[src/rtl/ps2_pkg.sv]
// rtl/ps2_pkg.sv - shared PS/2 definitions: FSM state encoding, derived cycle counts, filter helper.
package ps2_pkg;

  typedef enum logic [2:0] {
    ST_IDLE,
    ST_INHIBIT,
    ST_REQ,
    ST_SHIFT,
    ST_STOP,
    ST_ACK,
    ST_WAITIDLE
  } ps2_state_t;

  function automatic int inh_cyc(input int clkfreq_khz, input int inhibit_us);
    return clkfreq_khz * inhibit_us / 1000;
  endfunction

  function automatic int to_cyc(input int clkfreq_khz, input int timeout_ms);
    return clkfreq_khz * timeout_ms;
  endfunction

  function automatic int cnt_w(input int n);
    return (n > 1) ? $clog2(n) : 1;
  endfunction

  function automatic logic maj3(input logic [2:0] s);
    return (s[0] & s[1]) | (s[0] & s[2]) | (s[1] & s[2]);
  endfunction

endpackage

[src/rtl/ps2_line_sync.sv]
// rtl/ps2_line_sync.sv - 2-FF synchroniser, 3-sample majority filter and clock fall detector for both PS/2 lines.
module ps2_line_sync
  import ps2_pkg::*;
(
  input  logic clk,
  input  logic rst_n,
  input  logic clk_raw,
  input  logic dat_raw,
  output logic clk_filt,
  output logic dat_filt,
  output logic clk_fall
);

  // [0],[1] form the synchroniser; [2] extends the window to three samples
  logic [2:0] clk_q;
  logic [2:0] dat_q;
  logic       clk_filt_d;

  always_ff @(posedge clk or negedge rst_n) begin
    if (!rst_n) begin
      clk_q      <= '1;
      dat_q      <= '1;
      clk_filt   <= 1'b1;
      dat_filt   <= 1'b1;
      clk_filt_d <= 1'b1;
    end else begin
      clk_q      <= {clk_q[1:0], clk_raw};
      dat_q      <= {dat_q[1:0], dat_raw};
      clk_filt   <= maj3(clk_q);
      dat_filt   <= maj3(dat_q);
      clk_filt_d <= clk_filt;
    end
  end

  assign clk_fall = clk_filt_d & ~clk_filt;

endmodule

[src/rtl/ps2_host_tx.sv]
// rtl/ps2_host_tx.sv - PS/2 host-to-device command transmitter (request-to-send, 11-bit frame, ACK check).
// Optional frame watchdog enabled by defining PS2_TX_WATCHDOG_EN.
module ps2_host_tx
  import ps2_pkg::*;
#(
  parameter int CLKFREQ    = 6000,
  parameter int INHIBIT_US = 100,
  parameter int TIMEOUT_MS = 15
) (
  input  logic       clk,
  input  logic       master_reset_n,
  input  logic       ps2clk_in,
  input  logic       ps2dat_in,
  output logic       ps2clk_oe,
  output logic       ps2dat_oe,
  input  logic [7:0] data,
  input  logic       send,
  output logic       busy,
  output logic       done,
  output logic       error
);

  localparam int INH_CYC = inh_cyc(CLKFREQ, INHIBIT_US);
  localparam int TO_CYC  = to_cyc(CLKFREQ, TIMEOUT_MS);
  localparam int INH_W   = cnt_w(INH_CYC);
  localparam logic [INH_W-1:0] INH_PRE  = INH_W'(INH_CYC - 2);
  localparam logic [INH_W-1:0] INH_LAST = INH_W'(INH_CYC - 1);

  // The start bit is raised one cycle before clock release, so the hold needs two cycles
  if (INH_CYC < 2 || TO_CYC < 1) begin : g_bad_params
    $error("ps2_host_tx: inhibit must last at least 2 cycles and the timeout at least 1");
  end

  ps2_state_t       state;
  logic [8:0]       shreg;
  logic [3:0]       bit_idx;
  logic [INH_W-1:0] inh_cnt;
  logic             clk_filt;
  logic             dat_filt;
  logic             clk_fall;
  logic             wd_hit;

  ps2_line_sync u_sync (
    .clk      (clk),
    .rst_n    (master_reset_n),
    .clk_raw  (ps2clk_in),
    .dat_raw  (ps2dat_in),
    .clk_filt (clk_filt),
    .dat_filt (dat_filt),
    .clk_fall (clk_fall)
  );

`ifdef PS2_TX_WATCHDOG_EN
  localparam int WD_W = cnt_w(TO_CYC);
  localparam logic [WD_W-1:0] WD_LAST = WD_W'(TO_CYC - 1);

  logic [WD_W-1:0] wd_cnt;

  always_ff @(posedge clk or negedge master_reset_n) begin
    if (!master_reset_n) begin
      wd_cnt <= '0;
    end else if (state == ST_IDLE) begin
      wd_cnt <= '0;
    end else begin
      wd_cnt <= wd_cnt + 1'b1;
    end
  end

  assign wd_hit = (state != ST_IDLE) && (wd_cnt == WD_LAST);
`else
  assign wd_hit = 1'b0;
`endif

  always_ff @(posedge clk or negedge master_reset_n) begin
    if (!master_reset_n) begin
      state     <= ST_IDLE;
      shreg     <= '0;
      bit_idx   <= '0;
      inh_cnt   <= '0;
      ps2clk_oe <= 1'b0;
      ps2dat_oe <= 1'b0;
      busy      <= 1'b0;
      done      <= 1'b0;
      error     <= 1'b0;
    end else begin
      done  <= 1'b0;
      error <= 1'b0;
      if (wd_hit) begin
        state     <= ST_IDLE;
        ps2clk_oe <= 1'b0;
        ps2dat_oe <= 1'b0;
        busy      <= 1'b0;
        error     <= 1'b1;
      end else begin
        case (state)
          ST_IDLE: begin
            if (send) begin
              shreg     <= {~^data, data};
              bit_idx   <= '0;
              inh_cnt   <= '0;
              ps2clk_oe <= 1'b1;
              busy      <= 1'b1;
              state     <= ST_INHIBIT;
            end
          end
          ST_INHIBIT: begin
            inh_cnt <= inh_cnt + 1'b1;
            if (inh_cnt == INH_PRE) begin
              ps2dat_oe <= 1'b1;
            end
            if (inh_cnt == INH_LAST) begin
              ps2clk_oe <= 1'b0;
              state     <= ST_REQ;
            end
          end
          ST_REQ: begin
            state <= ST_SHIFT;
          end
          ST_SHIFT: begin
            if (clk_fall) begin
              ps2dat_oe <= ~shreg[bit_idx];
              if (bit_idx == 4'd8) begin
                state <= ST_STOP;
              end else begin
                bit_idx <= bit_idx + 4'd1;
              end
            end
          end
          ST_STOP: begin
            if (clk_fall) begin
              ps2dat_oe <= 1'b0;
              state     <= ST_ACK;
            end
          end
          ST_ACK: begin
            if (clk_fall) begin
              if (!dat_filt) begin
                state <= ST_WAITIDLE;
              end else begin
                error <= 1'b1;
                busy  <= 1'b0;
                state <= ST_IDLE;
              end
            end
          end
          ST_WAITIDLE: begin
            // The device must release both lines before the frame counts as finished
            if (clk_filt && dat_filt) begin
              done  <= 1'b1;
              busy  <= 1'b0;
              state <= ST_IDLE;
            end
          end
          default: begin
            state <= ST_IDLE;
          end
        endcase
      end
    end
  end

endmodule

[config.mk]
export PLATFORM = sky130hd
export DESIGN_NAME = ps2_host_tx
export DESIGN_NICKNAME = d
export VERILOG_FILES = /design/src/rtl/ps2_pkg.sv /design/src/rtl/ps2_line_sync.sv /design/src/rtl/ps2_host_tx.sv
export SDC_FILE = /design/constraint.sdc
export NUM_CORES = 1
export LEC_CHECK = 0
export CORE_MARGIN = 2
export CORE_UTILIZATION = 50
export CTS_CLUSTER_DIAMETER = 60
export DETAILED_ROUTE_END_ITERATION = 12
export PLACE_DENSITY = 0.73
export SKIP_CTS_REPAIR_TIMING = 1
export SYNTH_ARGS = -nofsm -noshare
export SYNTH_HDL_FRONTEND = slang
export SYNTH_SLANG_ARGS = --single-unit
[constraint.sdc]
create_clock -name clk -period 5.1 [get_ports clk]
set_input_delay 1.02 -clock clk [delete_from_list [all_inputs] [get_ports clk]]
set_output_delay 1.02 -clock clk [all_outputs]
set_load 0.02 [all_outputs]
# Yosys cells after proc, flatten, opt, wreduce, memory -nomap -nowiden
# Index checks and enable logic that the tools add are counted.
dict set report totals {
  ff_bits 40
  inputBits 13
  out_inout_bits 5
  wordCells 96
}
dict set report op_classes {
  n_addsub 2
  n_lt_le_gt_ge 1
  n_eq_ne 19
  mux 33
  bitwise 13
  n_reduce_logical 14
}
# operator n
set ops {}
lappend ops {{$mux 3} 8}
lappend ops {{$pmux 3 s7} 1}
lappend ops {{$eq 10x10->1 const B} 2}
lappend ops {{$pmux 10 s2} 1}
lappend ops {{$ne 2x2->1 const B} 9}
lappend ops {{$mux 1} 14}
lappend ops {{$mux 4} 3}
lappend ops {{$add 10x1->10 const B} 1}
lappend ops {{$mux 10} 1}
lappend ops {{$eq 3x3->1 const B} 3}
lappend ops {{$pmux 4 s2} 1}
lappend ops {{$reduce_and 4->1} 2}
lappend ops {{$reduce_xnor 8->1} 1}
lappend ops {{$and 1x1->1} 7}
lappend ops {{$reduce_and 7->1} 1}
lappend ops {{$eq 3x2->1 const B} 2}
lappend ops {{$pmux 1 s3} 2}
lappend ops {{$reduce_bool 3->1} 2}
lappend ops {{$lt 4x5->1 const B} 1}
lappend ops {{$reduce_and 5->1} 1}
lappend ops {{$add 4x1->4 const B} 1}
lappend ops {{$bmux 1 s4} 1}
lappend ops {{$eq 4x4->1 const B} 1}
lappend ops {{$or 1x1->1} 4}
lappend ops {{other kinds (9)} 12}

# Depth between registers and ports, before layout
# Gate-level depths: netlist of the first run.
dict set report logic_depth {
  ltp_word 5
  depth_mapped 8
  mapped_depth_nobuf 7
}

# Hierarchy
# From an unflattened synthesis of the first run, not the netlist that was laid out.
dict set report hier_totals {
  hier_cells 207
  hier_area_um2 2053.2
}
# module n_inst cells_each area_each_um2 seq_area_each_um2
set by_module_without_submodules {}
lappend by_module_without_submodules {ps2_host_tx 1 195 1788.0 775.7}
lappend by_module_without_submodules {ps2_line_sync 1 12 265.3 236.5}

# Worst setup path before layout of the first run
# No wires, ideal clock.
dict set report synth_timing {
  kind {input-to-reg}
  startpoint {in send}
  endpoint {reg state[0]}
  t_arrival_ns 1.871
  required_ns 4.972
  path_slack_ns 3.101
  cell_stages 5
  path_buffers 0
  cell_sequence {nor3_1 > a31oi_1 > or2_2 > o211ai_2 > mux2_1}
}
dict set report synth_via {
  elab_chain_len 2
}
# item line_no
set synth_rtl {}
lappend synth_rtl {{from (decl)} ps2_host_tx.sv:17} ;# input logic send,
lappend synth_rtl {{$ne 2x2->1 (no source line)} -}
lappend synth_rtl {{$reduce_and 7->1 (no source line)} -}
lappend synth_rtl {{to (signal assigned)} ps2_host_tx.sv:76} ;# state <= ST_IDLE;
lappend synth_rtl {{to (signal assigned)} ps2_host_tx.sv:89} ;# state <= ST_IDLE;
lappend synth_rtl {{to (signal assigned)} ps2_host_tx.sv:103} ;# state <= ST_INHIBIT;
lappend synth_rtl {{to (decl)} ps2_host_tx.sv:34} ;# ps2_state_t state;
# No other way between the ends.
# A chain may end at the register's enable or synchronous reset.

# Worst setup path in the final report of the first run
dict set report layout_timing {
  startpoint {in send}
  endpoint {reg bit_idx[0]}
}
dict set report layout_via {
  elab_chain_len 2
}
# item line_no
set layout_rtl {}
lappend layout_rtl {{$ne 2x2->1 (no source line)} -}
lappend layout_rtl {{$reduce_and 4->1 (no source line)} -}
lappend layout_rtl {{to (signal assigned)} ps2_host_tx.sv:125} ;# bit_idx <= bit_idx + 4'd1;
lappend layout_rtl {{to (decl)} ps2_host_tx.sv:36} ;# logic [3:0] bit_idx;
# No other way between the ends.

==> metrics, run 1 <==
Layout area overhead 14.7%; Avg WL per Cell 13.4 µm; synthesis-stage register bit count 40; count of clock tree sinks 40; TritonCTS clock tree done; number of buffers created by CTS 5; overall fraction of global-route tracks in use 0.183; first-pass GRT wire length 6200 µm; number of enable-type register cells in the synthesized netlist 0; Hold/Removal Path Class register to register; net count of the finished layout 234; total congestion overflow 0; final setup violating endpoints 0; # Max-Cap Violations 0; final clock skew 0.00540 ns; I/O Buffers 17; unrepaired setup endpoints after global routing false; fill cell count 337; number of antenna violations at the first check in global routing 0; Mapped Avg Cell Area 10.0 µm²; total power divided by cell area 511 nW/µm²; final setup slack of the worst path 2.83 ns; Arr. time, crit path 2.50 ns; total buffers and inverters traversed by the critical path 2; Routability Congestion 0.808; headroom to the max-slew limit 0.431; clock tree buffer depth 2; hold slack 0.367 ns; biggest area contributors in the synthesized netlist sky130_fd_sc_hd__dfrtp_1 (38%), sky130_fd_sc_hd__dfstp_2 (12%), sky130_fd_sc_hd__nand2_1 (7.3%), sky130_fd_sc_hd__o21ai_1 (3.5%), sky130_fd_sc_hd__xnor2_1 (3.5%); area of the mapped netlist 2020 µm²; CP max-delay cell sky130_fd_sc_hd__clkdlybuf4s50_1; proportion of register bits with asynchronous set or reset after synthesis 1.00; Core Footprint 3940 µm²; footprint of the multi-input gates 938 µm²; number of unique standard cell types used by synthesis 49; commonest cells after routing, fill and taps aside sky130_fd_sc_hd__nand2_1 (39), sky130_fd_sc_hd__dfrtp_1 (31), sky130_fd_sc_hd__clkdlybuf4s50_1 (16), sky130_fd_sc_hd__o21ai_1 (14), sky130_fd_sc_hd__nor2_1 (10); I/O pin count 18; post-synthesis sequential area ratio 0.502; width of the chip 67.5 µm; Final Hold Fails 0; most frequently used flop master after synthesis sky130_fd_sc_hd__dfrtp_1; number of levels the H-tree was split into 2; shortest period the worst path allows 2.27 ns; die outline area 4560 µm²; final core utilization 0.586; HPWL Detailed 2530 µm; endpoint required time on the critical path 5.33 ns; Clk network pwr share 0.215; final total negative setup slack 0 ns; clock latency on the worst-skew pair 0.29 ns; cell type with the highest aggregate area in the netlist sky130_fd_sc_hd__dfrtp_1; category of the worst setup path capture point register; Fmax achieved 440 MHz; Seq pwr share 0.468; Total Routed Length 3580 µm; antenna diode count 0; count of routing violations after the opening detailed-route iteration 151; pin count of the biggest net entering global routing 41; share of post-route cells with drive strength above 1 0.147; Post-Synthesis Cells 201; Vert. Die Dim 67.5 µm; total number of vias 1488; root buffer cell sky130_fd_sc_hd__clkbuf_8; highest net fanout along the worst path 13; Net Sw Frac 0.364; startpoint types input pin; Comb power frac 0.317; leading cell type in the layout, fill and taps excluded sky130_fd_sc_hd__nand2_1; remaining antenna violation count 0; worst setup path category input pin to register; clock slew at the register clock pins of the worst setup and hold paths 0.07 ns; Syn Nets 218; max-slew violation count 0; via count of the first global-routing pass 1340; transition at the pin with the smallest max-transition slack 0.854 ns; post-detailed-route via-to-cell ratio 5.55; cell family contributing the most delay on the critical path buffers and inverters; Ys Warns 0; status completed; Psw 0.000430 W; worst path cell trace clkdlybuf4s50_1 -> nor4b_2 -> buf_4 -> a21oi_2 -> or4_1 -> nand2_1; portion of synthesized cell area occupied by the leading cell type 0.385; starting utilization of the core area 0.511; Internal 0.000751 W; number of remaining DRC errors 0; leakage power of the design 0.963 nW; number of optimization iterations in the first detailed-route pass 4; peak ir drop on the vdd network 285 µV; delay of the slowest critical-path stage 0.50 ns; pre-CTS setup slack 2.54 ns; cell row count 23; period utilisation layout 0.446; area taken by flip-flops and latches 1010 µm²
## final timing paths
check / from / end / slack (ns) / cells after the start
worst max-delay path: send / bit_idx[0] / 2.83 / 6
worst min-delay path: u_sync.dat_q[1] / u_sync.dat_q[2] / 0.37 / 0
worst max register to register: state[0] / state[0] / 3.14 / 5
worst min register to register: u_sync.dat_q[1] / u_sync.dat_q[2] / 0.37 / 0
max in group asynchronous: master_reset_n / shreg[5] / 3.72 / 1
min in group asynchronous: master_reset_n / error / 0.84 / 1
## registers in the layout, summed over array words and instances (netlist names), 3 cells and up
name and cells:
inh_cnt 10, shreg 9, bit_idx 4, state 3, u_sync.clk_q 3, u_sync.dat_q 3
## area by class of cell
cell class	count	share of cell area
multi-input cells	148	0.406
flip-flops and latches	40	0.438
clock inverters	3	0.0184
well taps	50	0.0271
inverters	4	0.00649
clock buffers	5	0.0298
repair buffers	18	0.0747
## kinds of logic (layout without fill, tap and decap cells)
logic type / after synthesis / count (layout) / share of synthesized area
compound gates: 38 / 38 / 0.124
buf+inv: 13 / 30 / 0.0323
xor+xnor: 10 / 10 / 0.0435
flops: 40 / 40 / 0.502
fa+ha+maj: 6 / 6 / 0.0348
mux: 4 / 4 / 0.0273
simple gates: 90 / 90 / 0.236
## Yosys cell counts, types with 5 or more instances
library cell / count
sky130_fd_sc_hd__o21ai_1: 14
sky130_fd_sc_hd__nand2_1: 39
sky130_fd_sc_hd__dfrtp_1: 31
sky130_fd_sc_hd__dfstp_2: 9
sky130_fd_sc_hd__nand3_1: 9
sky130_fd_sc_hd__nor2_1: 10
sky130_fd_sc_hd__xnor2_1: 8
sky130_fd_sc_hd__o31ai_1: 5
## power groups by stage
stage,combinational (W),sequential [W],clock (W)
after floorplan,0.000337,0.000504,0
after global placement,0.000367,0.000557,0
after detailed placement,0.000376,0.000560,0
after CTS,0.000376,0.000555,0.000263
after global routing,0.000424,0.000574,0.000277
final,0.000374,0.000553,0.000254
## stage by stage
stage               std cells  power, W  instance area [µm²]
detailed placement        260  0.000936                 2200
global placement          260  0.000924                 2200
floorplan                 201  0.000840                 2020
finish                    268   0.00118                 2310
global route              268   0.00128                 2310
CTS                       268   0.00119                 2310
## metal layers
layer / vias to the layer above / global-route usage / part of all wire / wire, µm
met3: 2 / 0.0517 / 0.050 / 180
met1: 715 / 0.262 / 0.48 / 1710
met4: 0 / 0.0689 / 0.0050 / 18
met2: 32 / 0.262 / 0.47 / 1670
met5: - / 0 / 0 / 0
li1: 739 / - / - / -
No activity file was read; power rests on OpenSTA's default activity.
==> run 2: changes to the inputs <==
==> constraint.sdc (replaced) <==
create_clock -name clk -period 2.1 [get_ports clk]
set_input_delay 0.42 -clock clk [delete_from_list [all_inputs] [get_ports clk]]
set_output_delay 0.42 -clock clk [all_outputs]
set_load 0.02 [all_outputs]
==> metrics, run 2 (synthesized netlist as in run 1, its figures left out) <==
status completed; antenna diode count 0; leakage power of the design 1.02 nW; shortest period the worst path allows 1.71 ns; Layout area overhead 19.7%; Final Hold Fails 0; CP max-delay cell sky130_fd_sc_hd__or3b_1; count of routing violations after the opening detailed-route iteration 91; root buffer cell sky130_fd_sc_hd__clkbuf_8; cell family contributing the most delay on the critical path simple AND/OR/NAND/NOR gates; worst setup path category register to register; number of flip-flops in the largest register 10; Hold/Removal Path Class input pin to asynchronous set/reset pin; count of clock tree sinks 40; clock latency on the worst-skew pair 0.29 ns; reg-to-reg setup timing slack 0.39 ns; Clk network pwr share 0.271; cell row count 23; # Max-Cap Violations 0; launch instance of the worst register-to-register path state[2]; max-slew violation count 0; Arr. time, crit path 1.89 ns; total power divided by cell area 1330 nW/µm²; via count of the first global-routing pass 1477; hold slack 0.171 ns; I/O Buffers 17; sum of internal, switching and leakage power 0.00320 W; Vert. Die Dim 67.5 µm; endpoint required time on the critical path 2.28 ns; Comb power frac 0.335; number of levels the H-tree was split into 2; final setup slack of the worst path 0.391 ns; number of optimization iterations in the first detailed-route pass 4; commonest cells after routing, fill and taps aside sky130_fd_sc_hd__nand2_1 (39), sky130_fd_sc_hd__dfrtp_1 (31), sky130_fd_sc_hd__clkdlybuf4s50_1 (16), sky130_fd_sc_hd__o21ai_1 (14), sky130_fd_sc_hd__nor2_1 (10); HPWL Detailed 2640 µm; Internal 0.00212 W; final core utilization 0.612; pre-CTS setup slack 0.175 ns; period utilisation layout 0.814; overall fraction of global-route tracks in use 0.199; final setup violating endpoints 0; final total negative setup slack 0 ns; Total Routed Length 3770 µm; Routability Congestion 0.844; peak ir drop on the vdd network 599 µV; TritonCTS clock tree done; Largest Register inh_cnt; starting utilization of the core area 0.511; total buffers and inverters traversed by the critical path 0; number of buffers created by CTS 5; remaining antenna violation count 0; width of the chip 67.5 µm; headroom to the max-slew limit 0.680; biggest registers after layout inh_cnt: 10 flops, shreg: 9 flops, bit_idx: 4 flops; I/O pin count 18; die outline area 4560 µm²; Net Sw Frac 0.338; Fmax achieved 585 MHz; number of antenna violations at the first check in global routing 0; end of the worst register-to-register path state[0]; pin count of the biggest net entering global routing 41; final clock skew 0.00395 ns; delay of the slowest critical-path stage 0.50 ns; leading cell type in the layout, fill and taps excluded sky130_fd_sc_hd__nand2_1; post-detailed-route via-to-cell ratio 5.56; category of the worst setup path capture point register; Psw 0.00108 W; clock tree buffer depth 2; Avg WL per Cell 13.7 µm; net count of the finished layout 241; unrepaired setup endpoints after global routing false; number of remaining DRC errors 0; transition at the pin with the smallest max-transition slack 0.480 ns; highest net fanout along the worst path 7; total number of vias 1530; worst path cell trace or3b_1 -> a31oi_2 -> a21oi_2 -> o211ai_2 -> mux2_1; startpoint types register; Seq pwr share 0.394; clock slew at the register clock pins of the worst setup and hold paths 0.08 ns; first-pass GRT wire length 6750 µm; total congestion overflow 0; Core Footprint 3940 µm²; number of cells on the worst reg-to-reg path 5; share of post-route cells with drive strength above 1 0.173
run 2: layer usage:
metal,up-vias,routed length [µm],GRT usage
met5,-,0,0
met4,0,61,0.0689
met3,5,141,0.0500
met2,31,1780,0.333
met1,742,1790,0.248
li1,752,-,-
run 2: power groups by stage:
stage	Sequential, W	Combinational, W	Clock, W
after floorplan	0.00122	0.000817	0
after global placement	0.00126	0.00104	0
after detailed placement	0.00127	0.00107	0
after CTS	0.00126	0.00108	0.000892
after global routing	0.00131	0.00121	0.000923
final	0.00126	0.00107	0.000869
run 2: how the worst max path moves through the flow:
stage	start	end	slack (ns)	cells after the start
after floorplan	state[1]	state[0]	0.40	7
after global placement	send	state[0]	0.21	6
after detailed placement	send	state[0]	0.18	6
after CTS	state[2]	state[0]	0.39	5
after global routing	bit_idx[1]	ps2dat_oe	0.24	5
final	state[2]	state[0]	0.39	5
run 2: metrics by stage:
stage | area, µm² | cells
3_3_place_gp | 2250 | 267
5_1_grt | 2410 | 275
3_5_place_dp | 2250 | 267
4_1_cts | 2410 | 275
2_1_floorplan | 2020 | 201
6_report | 2410 | 275
run 2: cell type report:
class                      count  area [µm²]
sequential                    40        1010
fill                         351        1530
multi-input combinational    148         938
clock buffer                   5        68.8
inverter                       4        15.0
timing repair buffer          25         225
tap                           50        62.6
clock inverter                 3        90.1
==> run 3: changes to the inputs <==
==> constraint.sdc (replaced) <==
create_clock -name clk -period 1.7 [get_ports clk]
set_input_delay 0.34 -clock clk [delete_from_list [all_inputs] [get_ports clk]]
set_output_delay 0.34 -clock clk [all_outputs]
set_load 0.02 [all_outputs]
==> metrics, run 3 (synthesized netlist as in run 1, its figures left out) <==
unrepaired setup endpoints after global routing true; via count of the first global-routing pass 1521; number of remaining DRC errors 0; Final Hold Fails 0; share of post-route cells with drive strength above 1 0.241; pin count of the biggest net entering global routing 22; worst setup path category register to register; highest net fanout along the worst path 4; net count of the finished layout 257; antenna diode count 0; biggest registers after layout inh_cnt: 10 flops, shreg: 9 flops, bit_idx: 4 flops; number of buffers created by CTS 5; cell row count 23; number of cells on the worst reg-to-reg path 5; pre-CTS setup slack -0.217 ns; overall fraction of global-route tracks in use 0.200; leading cell type in the layout, fill and taps excluded sky130_fd_sc_hd__nand2_1; leakage power of the design 1.09 nW; count of routing violations after the opening detailed-route iteration 56; Avg WL per Cell 13.5 µm; total number of vias 1558; # Max-Cap Violations 0; max-slew violation count 0; Vert. Die Dim 67.5 µm; width of the chip 67.5 µm; final total negative setup slack 0 ns; Hold/Removal Path Class register to register; transition at the pin with the smallest max-transition slack 0.455 ns; startpoint types register; remaining antenna violation count 0; die outline area 4560 µm²; starting utilization of the core area 0.511; Layout area overhead 26.9%; Total Routed Length 3930 µm; total power divided by cell area 1530 nW/µm²; total stage count of the critical path 5; root buffer cell sky130_fd_sc_hd__clkbuf_8; final setup slack of the worst path 0.0730 ns; Largest Register inh_cnt; Routability Congestion 0.831; Core Footprint 3940 µm²; Fmax achieved 615 MHz; number of stages on the worst hold path 0; total buffers and inverters traversed by the critical path 0; total congestion overflow 0; hold slack 0.365 ns; final clock skew 0.00748 ns; period utilisation layout 0.957; fill cell count 325; shortest period the worst path allows 1.63 ns; number of antenna violations at the first check in global routing 0; Arr. time, crit path 1.81 ns; clock slew at the register clock pins of the worst setup and hold paths 0.08 ns; delay of the slowest critical-path stage 0.44 ns; clock latency on the worst-skew pair 0.30 ns; worst path cell trace mux4_2 -> nor2_1 -> nor4_1 -> o31ai_1 -> mux2_2; TritonCTS clock tree done; number of optimization iterations in the first detailed-route pass 4; cell family contributing the most delay on the critical path multiplexers; post-detailed-route via-to-cell ratio 5.35; commonest cells after routing, fill and taps aside sky130_fd_sc_hd__nand2_1 (39), sky130_fd_sc_hd__dfrtp_1 (31), sky130_fd_sc_hd__buf_4 (19), sky130_fd_sc_hd__clkdlybuf4s50_1 (16), sky130_fd_sc_hd__o21ai_1 (14); number of levels the H-tree was split into 2; headroom to the max-slew limit 0.697; count of clock tree sinks 40; number of flip-flops in the largest register 10; CP max-delay cell sky130_fd_sc_hd__dfrtp_1; final setup violating endpoints 0; HPWL Detailed 2890 µm; clock tree buffer depth 2; first-pass GRT wire length 6850 µm; I/O Buffers 17; endpoint required time on the critical path 1.88 ns; category of the worst setup path capture point register; status completed; peak ir drop on the vdd network 845 µV; I/O pin count 18
[run 3: cell count changes in the layout (fill, tap and decap cells not counted), sizes merged]
| cell | before | now |
|---|---|---|
| buf | 9 | 24 |
| bufinv | 3 | 0 |
| clkinvlp | 0 | 2 |
| clkinv | 0 | 1 |
| dlygate4sd3 | 0 | 1 |
[run 3: final timing paths]
check                                     start               to  slack [ns]
worst min-delay path            u_sync.dat_q[1]  u_sync.dat_q[2]        0.36
worst max-delay path                 bit_idx[1]        ps2dat_oe        0.07
worst max register to register       bit_idx[1]        ps2dat_oe        0.07
min in group asynchronous        master_reset_n            error        0.51
max in group asynchronous        master_reset_n        ps2dat_oe        0.72
worst min register to register  u_sync.dat_q[1]  u_sync.dat_q[2]        0.36
[run 3: cell type report]
cell class | instances | area [µm²] | area share
inverters | 4 | 15.0 | 0.00587
well taps | 50 | 62.6 | 0.0245
flip-flops and latches | 40 | 1010 | 0.396
clock inverters | 3 | 23.8 | 0.00930
multi-input cells | 148 | 977 | 0.382
repair buffers | 41 | 398 | 0.156
clock buffers | 5 | 68.8 | 0.0269
[run 3: report_power, final]
part / switching (W) / total, W / internal (W)
registers: 0.000257 / 0.00152 / 0.00126
clock network: 0.000363 / 0.000653 / 0.000291
logic: 0.000843 / 0.00174 / 0.000900
[run 3: per-layer routing]
metal,global-route usage,up-vias,part of all wire
met3,0.0483,6,0.034
met1,0.258,732,0.48
met5,0,-,0
met4,0.0536,0,0.010
li1,-,796,-
met2,0.333,24,0.48
[run 3: through the flow]
stage,std cells,instance area [µm²],power (W),utilization
CTS,290,2510,0.00383,0.636
floorplan,201,2020,0.00254,-
finish,291,2560,0.00391,0.649
detailed placement,282,2420,0.00317,0.613
global route,291,2560,0.00422,0.649
global placement,282,2420,0.00312,0.613
